===== config.mk =====
export PLATFORM = sky130hd
export DESIGN_NAME = dma_ctrl
export DESIGN_NICKNAME = d
export VERILOG_FILES = /design/src/rtl/dma_ctrl.sv
export SDC_FILE = /design/constraint.sdc
export NUM_CORES = 1
export LEC_CHECK = 0
export CORE_MARGIN = 3
export CORE_UTILIZATION = 48
export CTS_BUF_LIST = sky130_fd_sc_hd__clkbuf_8 sky130_fd_sc_hd__clkbuf_16
export DETAILED_ROUTE_END_ITERATION = 7
export PLACE_DENSITY_LB_ADDON = 0.05
export SLEW_MARGIN = 0
export SYNTH_ARGS = -nofsm -noshare
export SYNTH_HDL_FRONTEND = slang
export SYNTH_SLANG_ARGS = --single-unit

===== constraint.sdc =====
create_clock -name clk -period 2.3 [get_ports clk]
set_input_delay 0.69 -clock clk [delete_from_list [all_inputs] [get_ports clk]]
set_output_delay 0.69 -clock clk [all_outputs]
set_load 0.01 [all_outputs]

===== src/rtl/dma_ctrl.sv =====
// Single-channel word DMA: slave register port for SRC/DST/LEN/CTRL and a bus master doing read-then-write per word.
// Optional macro DMA_IRQ_EN enables the IE bit and the registered completion interrupt.
module dma_ctrl (
  input  logic        clk,
  input  logic        reset_,
  input  logic        CS_,
  input  logic        As_,
  input  logic        RW,
  input  logic [29:0] Addr,
  input  logic [31:0] WrData,
  output logic [31:0] RdData,
  output logic        Rdy_,
  output logic        mReq_,
  input  logic        mGrnt_,
  output logic [29:0] mAddr,
  output logic        mAs_,
  output logic        mRW,
  output logic [31:0] mWrData,
  input  logic [31:0] mRdData,
  input  logic        mRdy_,
  output logic        IRQ
);

  typedef enum logic [2:0] {IDLE, REQ, RD, WR, DONE} stateT;

  stateT       state, stateNext;
  logic [29:0] src, dst;
  logic [15:0] len;
  logic [31:0] dataBuf;
  logic        done, doneNext;
  logic        busy;
  logic        access, wrEn, ctrlWr, start, wordDone;
  logic [31:0] readMux;
  logic        unusedBits;

  assign busy     = (state != IDLE);
  // An access is only accepted while Rdy_ is high so a held strobe is not re-sampled in its own Rdy_ cycle.
  assign access   = !CS_ && !As_ && Rdy_;
  assign wrEn     = access && !RW;
  assign ctrlWr   = wrEn && (Addr[1:0] == 2'd3);
  assign start    = ctrlWr && WrData[0] && !busy;
  assign wordDone = (state == WR) && !mRdy_;

  assign unusedBits = &{1'b0, Addr[29:2], WrData[31:30], WrData[2]};

`ifdef DMA_IRQ_EN
  logic ie, ieNext, irqReg;

  always_comb begin
    ieNext = ie;
    if (ctrlWr && !busy) ieNext = WrData[2];
  end

  always_ff @(posedge clk or negedge reset_) begin
    if (!reset_) begin
      ie     <= 1'b0;
      irqReg <= 1'b0;
    end else begin
      ie     <= ieNext;
      irqReg <= doneNext && ieNext;
    end
  end

  assign IRQ = irqReg;
`else
  logic ie;
  assign ie  = 1'b0;
  assign IRQ = 1'b0;
`endif

  // Setting DONE from the FSM takes priority over a software clear in the same cycle.
  always_comb begin
    doneNext = done;
    if (ctrlWr && WrData[1]) doneNext = 1'b0;
    if (state == DONE)       doneNext = 1'b1;
  end

  always_comb begin
    readMux = 32'd0;
    case (Addr[1:0])
      2'd0:    readMux = {2'b00, src};
      2'd1:    readMux = {2'b00, dst};
      2'd2:    readMux = {16'd0, len};
      default: readMux = {29'd0, ie, done, busy};
    endcase
  end

  always_ff @(posedge clk or negedge reset_) begin
    if (!reset_) state <= IDLE;
    else         state <= stateNext;
  end

  // A start with LEN=0 passes through DONE without touching the bus.
  always_comb begin
    stateNext = state;
    mReq_     = 1'b1;
    mAs_      = 1'b1;
    mRW       = 1'b1;
    mAddr     = 30'd0;
    mWrData   = 32'd0;
    case (state)
      IDLE: begin
        if (start) stateNext = (len != 16'd0) ? REQ : DONE;
      end
      REQ: begin
        mReq_ = 1'b0;
        if (!mGrnt_) stateNext = RD;
      end
      RD: begin
        mReq_ = 1'b0;
        mAs_  = 1'b0;
        mAddr = src;
        if (!mRdy_) stateNext = WR;
      end
      WR: begin
        mReq_   = 1'b0;
        mAs_    = 1'b0;
        mRW     = 1'b0;
        mAddr   = dst;
        mWrData = dataBuf;
        if (!mRdy_) stateNext = (len == 16'd1) ? DONE : RD;
      end
      DONE: stateNext = IDLE;
      default: stateNext = IDLE;
    endcase
  end

  always_ff @(posedge clk or negedge reset_) begin
    if (!reset_) begin
      src     <= 30'd0;
      dst     <= 30'd0;
      len     <= 16'd0;
      dataBuf <= 32'd0;
      done    <= 1'b0;
      Rdy_    <= 1'b1;
      RdData  <= 32'd0;
    end else begin
      Rdy_   <= !access;
      RdData <= (access && RW) ? readMux : 32'd0;
      done   <= doneNext;

      if (wrEn && !busy && (Addr[1:0] == 2'd0)) src <= WrData[29:0];
      else if (wordDone)                         src <= src + 30'd1;

      if (wrEn && !busy && (Addr[1:0] == 2'd1)) dst <= WrData[29:0];
      else if (wordDone)                         dst <= dst + 30'd1;

      if (wrEn && !busy && (Addr[1:0] == 2'd2)) len <= WrData[15:0];
      else if (wordDone)                         len <= len - 16'd1;

      if ((state == RD) && !mRdy_) dataBuf <= mRdData;
    end
  end

endmodule


== Yosys cells after proc, flatten, opt, wreduce, memory -nomap -nowiden ==
Index checks and enable logic that the tools add are counted.
Widths: inputs -> output; s select.
Operators by class
  add/subtract/negate cells: 3
  equal/unequal tests: 12
  muxes and demuxes: 22
  reductions and logical operators: 31
Operators by type and width (count)
  $mux 30: 4
  $pmux 30 s3: 1
  $mux 32: 2
  $add 30x1->30 const B: 2
  $pmux 30 s2: 1
  $mux 16: 2
  $mux 3: 6
  $eq 16x1->1 const B: 1
  $reduce_bool 16->1: 1
  $sub 16x1->16 const B: 1
  $logic_and 1x1->1: 14
  $pmux 3 s4: 1
  $ne 2x2->1 const B: 4
  $reduce_bool 2->1: 4
  $eq 3x2->1 const B: 2
  $logic_not 1->1: 6
  $mux 1: 5
  $eq 2x2->1 const B: 2
  $reduce_and 4->1: 1
  $eq 3x1->1 const B: 1
  $eq 3x3->1 const B: 1
  $logic_not 3->1: 1
  $reduce_bool 3->1: 1
  $reduce_or 3->1: 1
  other kinds (3): 3
Word-level totals
  register bits after elaboration: 145
  input bits: 101
  output and inout bits: 99

== Longest topological paths before layout ==
Gate-level depths: netlist (run 1).
  depth after elaboration: 9
  mapped depth: 8
  gate-level depth less buffers: 7

== Worst setup path after synthesis (run 1) ==
No wires, ideal clock.
  path type: in2reg
  start point: input CS_
  end point: register src[4]
  arrival: 2.242 ns
  path slack: -0.068 ns
  stages on the path: 6
  cells stage by stage: or4b_1 -> nor4_4 -> nor2_1 -> buf_2 -> a21o_1 -> a221o_1
On the way
  cells in the longest elaborated chain, start to end: 7
  elaborated cells between the ends (all ways): 8
  classes of those cells: 1 x mux; 7 x reduce/logical
Ends and longest elaborated chain
  from (decl): line 6  | input logic CS_,
  $logic_not 1->1 *: line 38  | assign access = !CS_ && !As_ && Rdy_;
  $logic_and 1x1->1 * (2 in a row): line 38
  $logic_and 1x1->1 *: line 39  | assign wrEn = access && !RW;
  $logic_and 1x1->1 * (2 in a row): line 142  | if (wrEn && !busy && (Addr[1:0] == 2'd0)) src <= WrData[29:0];
  $mux 30 / $reduce_bool 2->1 (equally long branches)
  to (signal assigned): line 142
  to (signal assigned): line 143  | else if (wordDone) src <= src + 30'd1;
  to (decl): line 27  | logic [29:0] src, dst;
Every way passes the cells marked *; elsewhere a longest branch is shown, timed or not.
A chain may end at the register's enable or synchronous reset.

== Final worst setup path (run 1) ==
  start point: register state[1]
  end point: output mWrData[25]
On the way
  cells in the longest elaborated chain, start to end: 2
Ends and longest elaborated chain
  from (decl): line 26  | stateT state, stateNext;
  from (signal assigned): line 90  | else state <= stateNext;
  $eq 3x2->1: line 101  | case (state)
  $mux 32: line 101
  to (decl): line 18  | output logic [31:0] mWrData,
No other way between the ends.

==> results of run 1 <==
worst min-delay path by stage:
stage | from | to | slack, ns | cells past startpoint
after global routing | reset_ | RdData[22] | 0.24 | 1
after CTS | reset_ | RdData[21] | 0.23 | 1
after global placement | dataBuf[16] | dataBuf[16] | 0.48 | 1
after floorplan | reset_ | RdData[0] | 0.39 | 0
after detailed placement | dataBuf[5] | dataBuf[5] | 0.49 | 1
final | reset_ | RdData[27] | 0.21 | 1
area by class of cell:
class	count	share of cell area, %
Clock buffer	17	3.560
Multi-Input combinational cell	668	37.96
Clock inverter	14	1.790
Sequential cell	143	29.97
Inverter	15	0.5759
Tap cell	216	2.262
Timing Repair Buffer	303	23.88
kinds of logic after synthesis:
kind of cell / after synthesis / share of synthesized area [%]
buffers and inverters: 84 / 4.239
flip-flops: 143 / 44.26
XOR/XNOR: 21 / 2.274
AND/OR/NAND/NOR: 404 / 24.80
multiplexers: 94 / 12.44
AO/OA/AOI/OAI: 142 / 11.32
other: 1 / 0.04637
adder cells (fa/ha/maj): 4 / 0.6188
stage by stage:
step                hold slack (ns)  cells  total power [mW]
floorplan                    0.3944    895             6.843
global placement             0.4804   1315             9.311
detailed placement           0.4890   1315             9.423
CTS                          0.2258   1369             12.76
global route                 0.2372   1376             14.40
finish                       0.2114   1376             13.72
layer usage:
| metal | wire [um] | part of all wire (%) | track usage, % |
|---|---|---|---|
| met4 | 847 | 2.9 | 10.41 |
| met3 | 2554 | 8.9 | 7.875 |
| met2 | 13570 | 47 | 48.09 |
| met5 | 0 | 0 | 0 |
| met1 | 11860 | 41 | 39.02 |
registers in the layout (all words and copies together) (netlist names):
name,cells
done,1
dst,30
dataBuf,32
RdData,30
len,16
state,3
Rdy_,1
src,30
power by group through the flow:
stage | sequential [mW] | clock, mW | combinational [mW]
floorplan | 3.88 | 0 | 2.96
global placement | 4.10 | 0 | 5.21
detailed placement | 4.15 | 0 | 5.28
CTS | 4.13 | 3.05 | 5.58
global route | 4.31 | 3.19 | 6.90
finish | 4.21 | 3.05 | 6.46
repair_timing:
item | in CTS | in global routing
buffers inserted | 18 | 7
pin swaps | 20 | 6
cloned | 5 | 2
endpoints found under the setup margin | 67 | 95
gates resized for setup | 320 | 85
cells in the final DEF, fill, tap and decap left out, types with 5 or more instances in the layout:
cell | Yosys | final
buf_4 | 3 | 101
nor2_2 | 0 | 18
mux2i_2 | 0 | 5
buf_2 | 12 | 38
and3_1 | 43 | 25
nor3_1 | 21 | 20
dfrtp_1 | 142 | 141
or3_1 | 7 | 6
mux2i_1 | 60 | 51
a31oi_1 | 5 | 5
xor2_1 | 9 | 9
nor4_1 | 13 | 12
xnor2_1 | 12 | 12
a32oi_1 | 6 | 6
clkbuf_16 | 0 | 19
nand2_1 | 71 | 71
o211ai_1 | 16 | 16
mux2_2 | 32 | 32
a221o_1 | 8 | 8
buf_12 | 0 | 13
nor2_4 | 0 | 10
inv_1 | 15 | 14
nor2_1 | 131 | 103
a21oi_1 | 49 | 49
buf_6 | 0 | 47
clkdlybuf4s50_1 | 0 | 99
o21ai_0 | 26 | 25
bufinv_16 | 0 | 5
nand3b_1 | 5 | 5
a22oi_1 | 13 | 13
and3_4 | 0 | 18
nand3_1 | 59 | 59
nand4_1 | 21 | 21
worst reg2reg max path: cells and delay by family (launching register included):
kind | cells | cell delay, ns
AND/OR/NAND/NOR | 3 | 0.81
buffers and inverters | 3 | 0.50
flip-flops | 1 | 0.45
AO/OA/AOI/OAI | 2 | 0.36
==> reports/qor.csv, run 1 <==
stage,metric,value,unit
drt,viasPerCell,5.920,
worst_setup_path,cp_num_buf_inv,5,
worst_setup_path,reg2reg_from,state[0],
worst_setup_path,critical_path_depth,7,
floorplan,start_util,50.01,%
global_routing,grt_pass1_wl,42250,um
synthesis,synth_area,8088,um2
synthesis,synth_seq_cells,143,
floorplan,die_h,135.8,um
worst_setup_path,slowest_delay,0.39,ns
timing,rsz0062_at_grt,yes,
cells_and_area,diodes,0,
floorplan,io_pins,200,
timing,layout_setup_ws,-0.1380,ns
drt,ant_nets,0,
cells_and_area,seqCellArea,3581,um2
drt,drc,0,
synthesis,yosysMostFrequentCell,dfrtp_1,
power,power_density,1148,nW/um2
synthesis,netlist.top_cell.by_area,dfrtp_1,
clocking,clock_latency,0.43,ns
synthesis,synth_top_cell_area_share,43.94,%
floorplan,die_area,18440,um2
outcome,status,"complete, but fails checks",
synthesis,ys_seq_area_share,44.26,%
worst_setup_path,crit_chain,nor2b_4 -> buf_12 -> buf_4 -> buf_6 -> buf_6 -> and3_1 -> buf_2,
floorplan,die-width,135.8,um
placed_design,routabilityCongestion,0.9478,
placed_design,pre_cts_ws,-0.4719,ns
power,vdd_drop_max,697.0,uV
timing,hold_viol_final,0,
global_routing,grt_max_degree,48,
drt,drtIter0Drc,638,
global_routing,track_usage,29.81,%
worst_setup_path,cp-end-kind,output port,
cells_and_area,final_area,11950,um2
run,cap_violations,0,
clocking,cts_tree,yes,
worst_setup_path,critPathRequiredTime,1.61,ns
synthesis,yosys-top-cells-area,"dfrtp_1, mux2i_1, nor2_1",
cells_and_area,fillers,1146,
worst_setup_path,regToRegEndpoint,dst[21],
power,p_int,8.632,mW
synthesis,syn_avg_cell_area,9.057,um2
worst_setup_path,cp.arrival,1.75,ns
floorplan,coreArea,16170,um2
synthesis,synthCells,893,
worst_setup_path,path_class,reg2out,
timing,slew_viol_final,0,
synthesis,synthArstFlopShare,100.0,%
clocking,max-clock-path-buffers,2,
worst_setup_path,cp-start-kind,flip-flop,
placed_design,placed_area,10660,um2
clocking,cts_sinks,143,
clocking,cts_root_buf,clkbuf_16,
worst_setup_path,cp_common_cell,buf_6,
worst_setup_path,regToRegSetupSlack,0.05,ns
drt,drt_pass1_iterations,5,
worst_setup_path,critPathTopFamily,buffers and inverters,
drt,dr_total_vias,8146,
power,p_leak,5.310,nW
clocking,numCtsBuffers,17,
cells_and_area,drive_gt1_share,29.74,%
power,p_comb_share,47.1,%
power,switching_share,37.07,%
worst_setup_path,crit_fanout,6,
clocking,cts_hold_buf,0,
synthesis,yosysWarnings,0,
timing,setup_viol,56,
worst_setup_path,r2r.worst_path.cells,8,
drt,wl_per_cell,20.96,um
global_routing,grt_pass1_vias,7768,
outcome,violations,setup timing,
synthesis,synthDistinctLibCells,59,
worst_setup_path,critPathSlowestCell,dfrtp_1,
placed_design,hpwl,19100,um
timing,skew,0.008534,ns
drt,postRouteWirelength,28840,um
power,p_seq_share,30.7,%
cells_and_area,fin_nets,1253,
clocking,cts.clk_slew.worst_paths,0.06,ns
synthesis,synth_edf_count,0,
floorplan,num_rows,46,
worst_setup_path,cp-startpoint,state[1],
global_routing,grt.overflow.total,0,
worst_setup_path,crit_end,mWrData[25],
hold_path,worstHoldPathType,in2async,
timing,period_minus_slack,2.438,ns
power,p_clk_share,22.2,%
cells_and_area,multi_input_area,4537,um2
power,p_switching,5.084,mW
placed_design,portBuffers,166,
cells_and_area,final_util,73.89,%
global_routing,antenna_found_initial,0,
timing,setup_tns,-4.533,ns
synthesis,synth_flop_cell,dfrtp_1,
synthesis,ys_top_cells_by_count,"dfrtp_1, nor2_1, nand2_1",
clocking,htreeDepth,4,
timing,fmax,0.4102,GHz
timing,post-route-period-util,106.0,%
cells_and_area,area_growth,47.76,%
(Power assumes the default switching activity.)
==> inputs of run 2 (changes only) <==
Settings changed: CAP_MARGIN from default to 20.
Clock period 2.3 ns to 2.5 ns, I/O delays scaled along.
==> run 2 against run 1 <==
Largest cell class unchanged. Setup slack improved by 0.14 ns. Die area did not move. Clock skew fell by 0.00082 ns. Utilization fell by 4.2 points. Highest routed layer unchanged. The run still ends with setup timing left.
==> reports/qor.csv, run 2 (synthesis results as in run 1) <==
stage,metric,value,unit
outcome,status,"complete, but fails checks",
outcome,violations,setup timing,
floorplan,start_util,50.01,%
worst_setup_path,cp-end-kind,output port,
worst_setup_path,cp_common_cell,buf_12,
cells_and_area,final_common_cell,dfrtp_1,
timing,slew_viol_final,0,
timing,skew,0.007710,ns
global_routing,grt_pass1_wl,40260,um
cells_and_area,final_cell_mix,"dfrtp_1, nor2_1, clkdlybuf4s50_1, buf_4, nand2_1",
cells_and_area,largest_reg_flops,32,
drt,drt_pass1_iterations,6,
worst_setup_path,critPathSlowestCell,dfrtp_2,
power,vdd_drop_max,515.5,uV
drt,dr_total_vias,7823,
timing,layout_setup_ws,-0.001362,ns
global_routing,grt_max_degree,44,
floorplan,io_pins,200,
floorplan,die-width,135.8,um
timing,hold_viol_final,0,
timing,post-route-period-util,100.1,%
drt,ant_nets,0,
worst_setup_path,r2r.worst_path.cells,7,
cells_and_area,area_growth,39.42,%
worst_setup_path,reg2reg_from,state[0],
cells_and_area,fin_nets,1212,
placed_design,pre_cts_ws,-0.2900,ns
floorplan,die_area,18440,um2
worst_setup_path,crit_fanout,14,
power,power_density,994.8,nW/um2
worst_setup_path,cp.arrival,1.75,ns
timing,whs,0.2491,ns
timing,rsz0062_at_grt,yes,
clocking,max-clock-path-buffers,2,
worst_setup_path,slowest_delay,0.39,ns
clocking,cts_sinks,143,
floorplan,num_rows,46,
global_routing,track_usage,28.07,%
clocking,cts_root_buf,clkbuf_16,
drt,wl_per_cell,19.41,um
timing,fmax,0.3998,GHz
cells_and_area,diodes,0,
drt,postRouteWirelength,25930,um
clocking,cts.clk_slew.worst_paths,0.06,ns
timing,slew_headroom,59.99,%
timing,setup_tns,-0.001362,ns
worst_setup_path,critPathRequiredTime,1.75,ns
global_routing,grt.overflow.total,0,
power,p_leak,5.169,nW
worst_setup_path,cp-start-kind,flip-flop,
cells_and_area,drive_gt1_share,16.96,%
worst_setup_path,regToRegEndpoint,dst[17],
clocking,cts_hold_buf,0,
hold_path,worstHoldPathType,in2async,
clocking,numCtsBuffers,17,
placed_design,portBuffers,166,
global_routing,antenna_found_initial,0,
placed_design,routabilityCongestion,0.9263,
cells_and_area,final_util,69.72,%
timing,worst_pin_slew,0.5980,ns
floorplan,die_h,135.8,um
worst_setup_path,path_class,reg2out,
timing,setup_viol,1,
placed_design,hpwl,18470,um
worst_setup_path,regToRegSetupSlack,0.18,ns
run,cap_violations,0,
clocking,cts_tree,yes,
timing,period_minus_slack,2.501,ns
floorplan,coreArea,16170,um2
clocking,htreeDepth,4,
drt,viasPerCell,5.856,
worst_setup_path,crit_chain,buf_12 -> buf_12 -> mux2i_1 -> nor2_1 -> dlygate4sd2_1,
drt,drc,0,
clocking,clock_latency,0.42,ns
drt,drtIter0Drc,667,
cells_and_area,top_register,dataBuf,
global_routing,grt_pass1_vias,7417,
[run 2: changes by cell type in the layout (fill, tap and decap cells not counted), sizes merged]
cell / previous run / this run
clkdlybuf4s15: 0 / 10
bufinv: 5 / 3
dlygate4sd2: 0 / 49
clkbuf: 19 / 25
bufbuf: 1 / 2
inv: 16 / 20
clkinv: 5 / 3
buf: 201 / 95
[run 2: final cells by class]
class,instances,area [um2]
Clock inverter,14,165.2
Inverter,15,56.30
Multi-Input combinational cell,668,4248
Timing Repair Buffer,262,2516
Sequential cell,143,3581
Fill cell,1288,4897
Tap cell,216,270.3
Clock buffer,18,439.2
[run 2: worst max path at each step]
stage               cells past startpoint      from       end  slack, ns
floorplan                               6       CS_    src[4]       0.07
global placement                        6       CS_   dst[17]      -0.26
detailed placement                      6       CS_   dst[17]      -0.29
CTS                                     5  state[0]  mAddr[4]       0.02
global route                            5  state[0]  mAddr[1]      -0.03
finish                                  5  state[0]  mAddr[7]     -0.001
[run 2: timing repair]
item                                    CTS  global route
cloned                                    2             1
pin swaps                                 0             1
resized for setup                        76            30
setup buffers                             7             0
endpoints found under the setup margin   65            25
[run 2: worst max-delay path: cells and delay by family, from the launching register on]
| family | cells | cell delay (ns) |
|---|---|---|
| multiplexers | 1 | 0.28 |
| buffers and inverters | 3 | 0.57 |
| flip-flops | 1 | 0.39 |
| AND/OR/NAND/NOR | 1 | 0.07 |
[run 2: layer usage]
layer / track usage, % / part of all wire (%) / vias up
met2: 43.58 / 46 / 383
met5: 0 / 0 / -
met4: 9.462 / 2.8 / 0
li1: - / - / 3641
met3: 5.944 / 8.4 / 57
met1: 39.33 / 43 / 3742
[run 2: power by group]
| group | internal, mW | switching [mW] | leakage (nW) | total (mW) |
|---|---|---|---|---|
| clock | 1.59 | 0.995 | 0.296 | 2.59 |
| sequential | 3.04 | 0.832 | 1.85 | 3.87 |
| combinational | 2.46 | 2.30 | 3.03 | 4.76 |
| total | 7.09 | 4.13 | 5.17 | 11.2 |
[run 2: through the flow]
stage	cell area [um2]	total power, mW	std cells
2_1_floorplan	8095	6.296	895
3_3_place_gp	10530	8.460	1294
3_5_place_dp	10530	8.526	1294
4_1_cts	11220	11.10	1335
5_1_grt	11280	11.86	1336
6_report	11280	11.22	1336
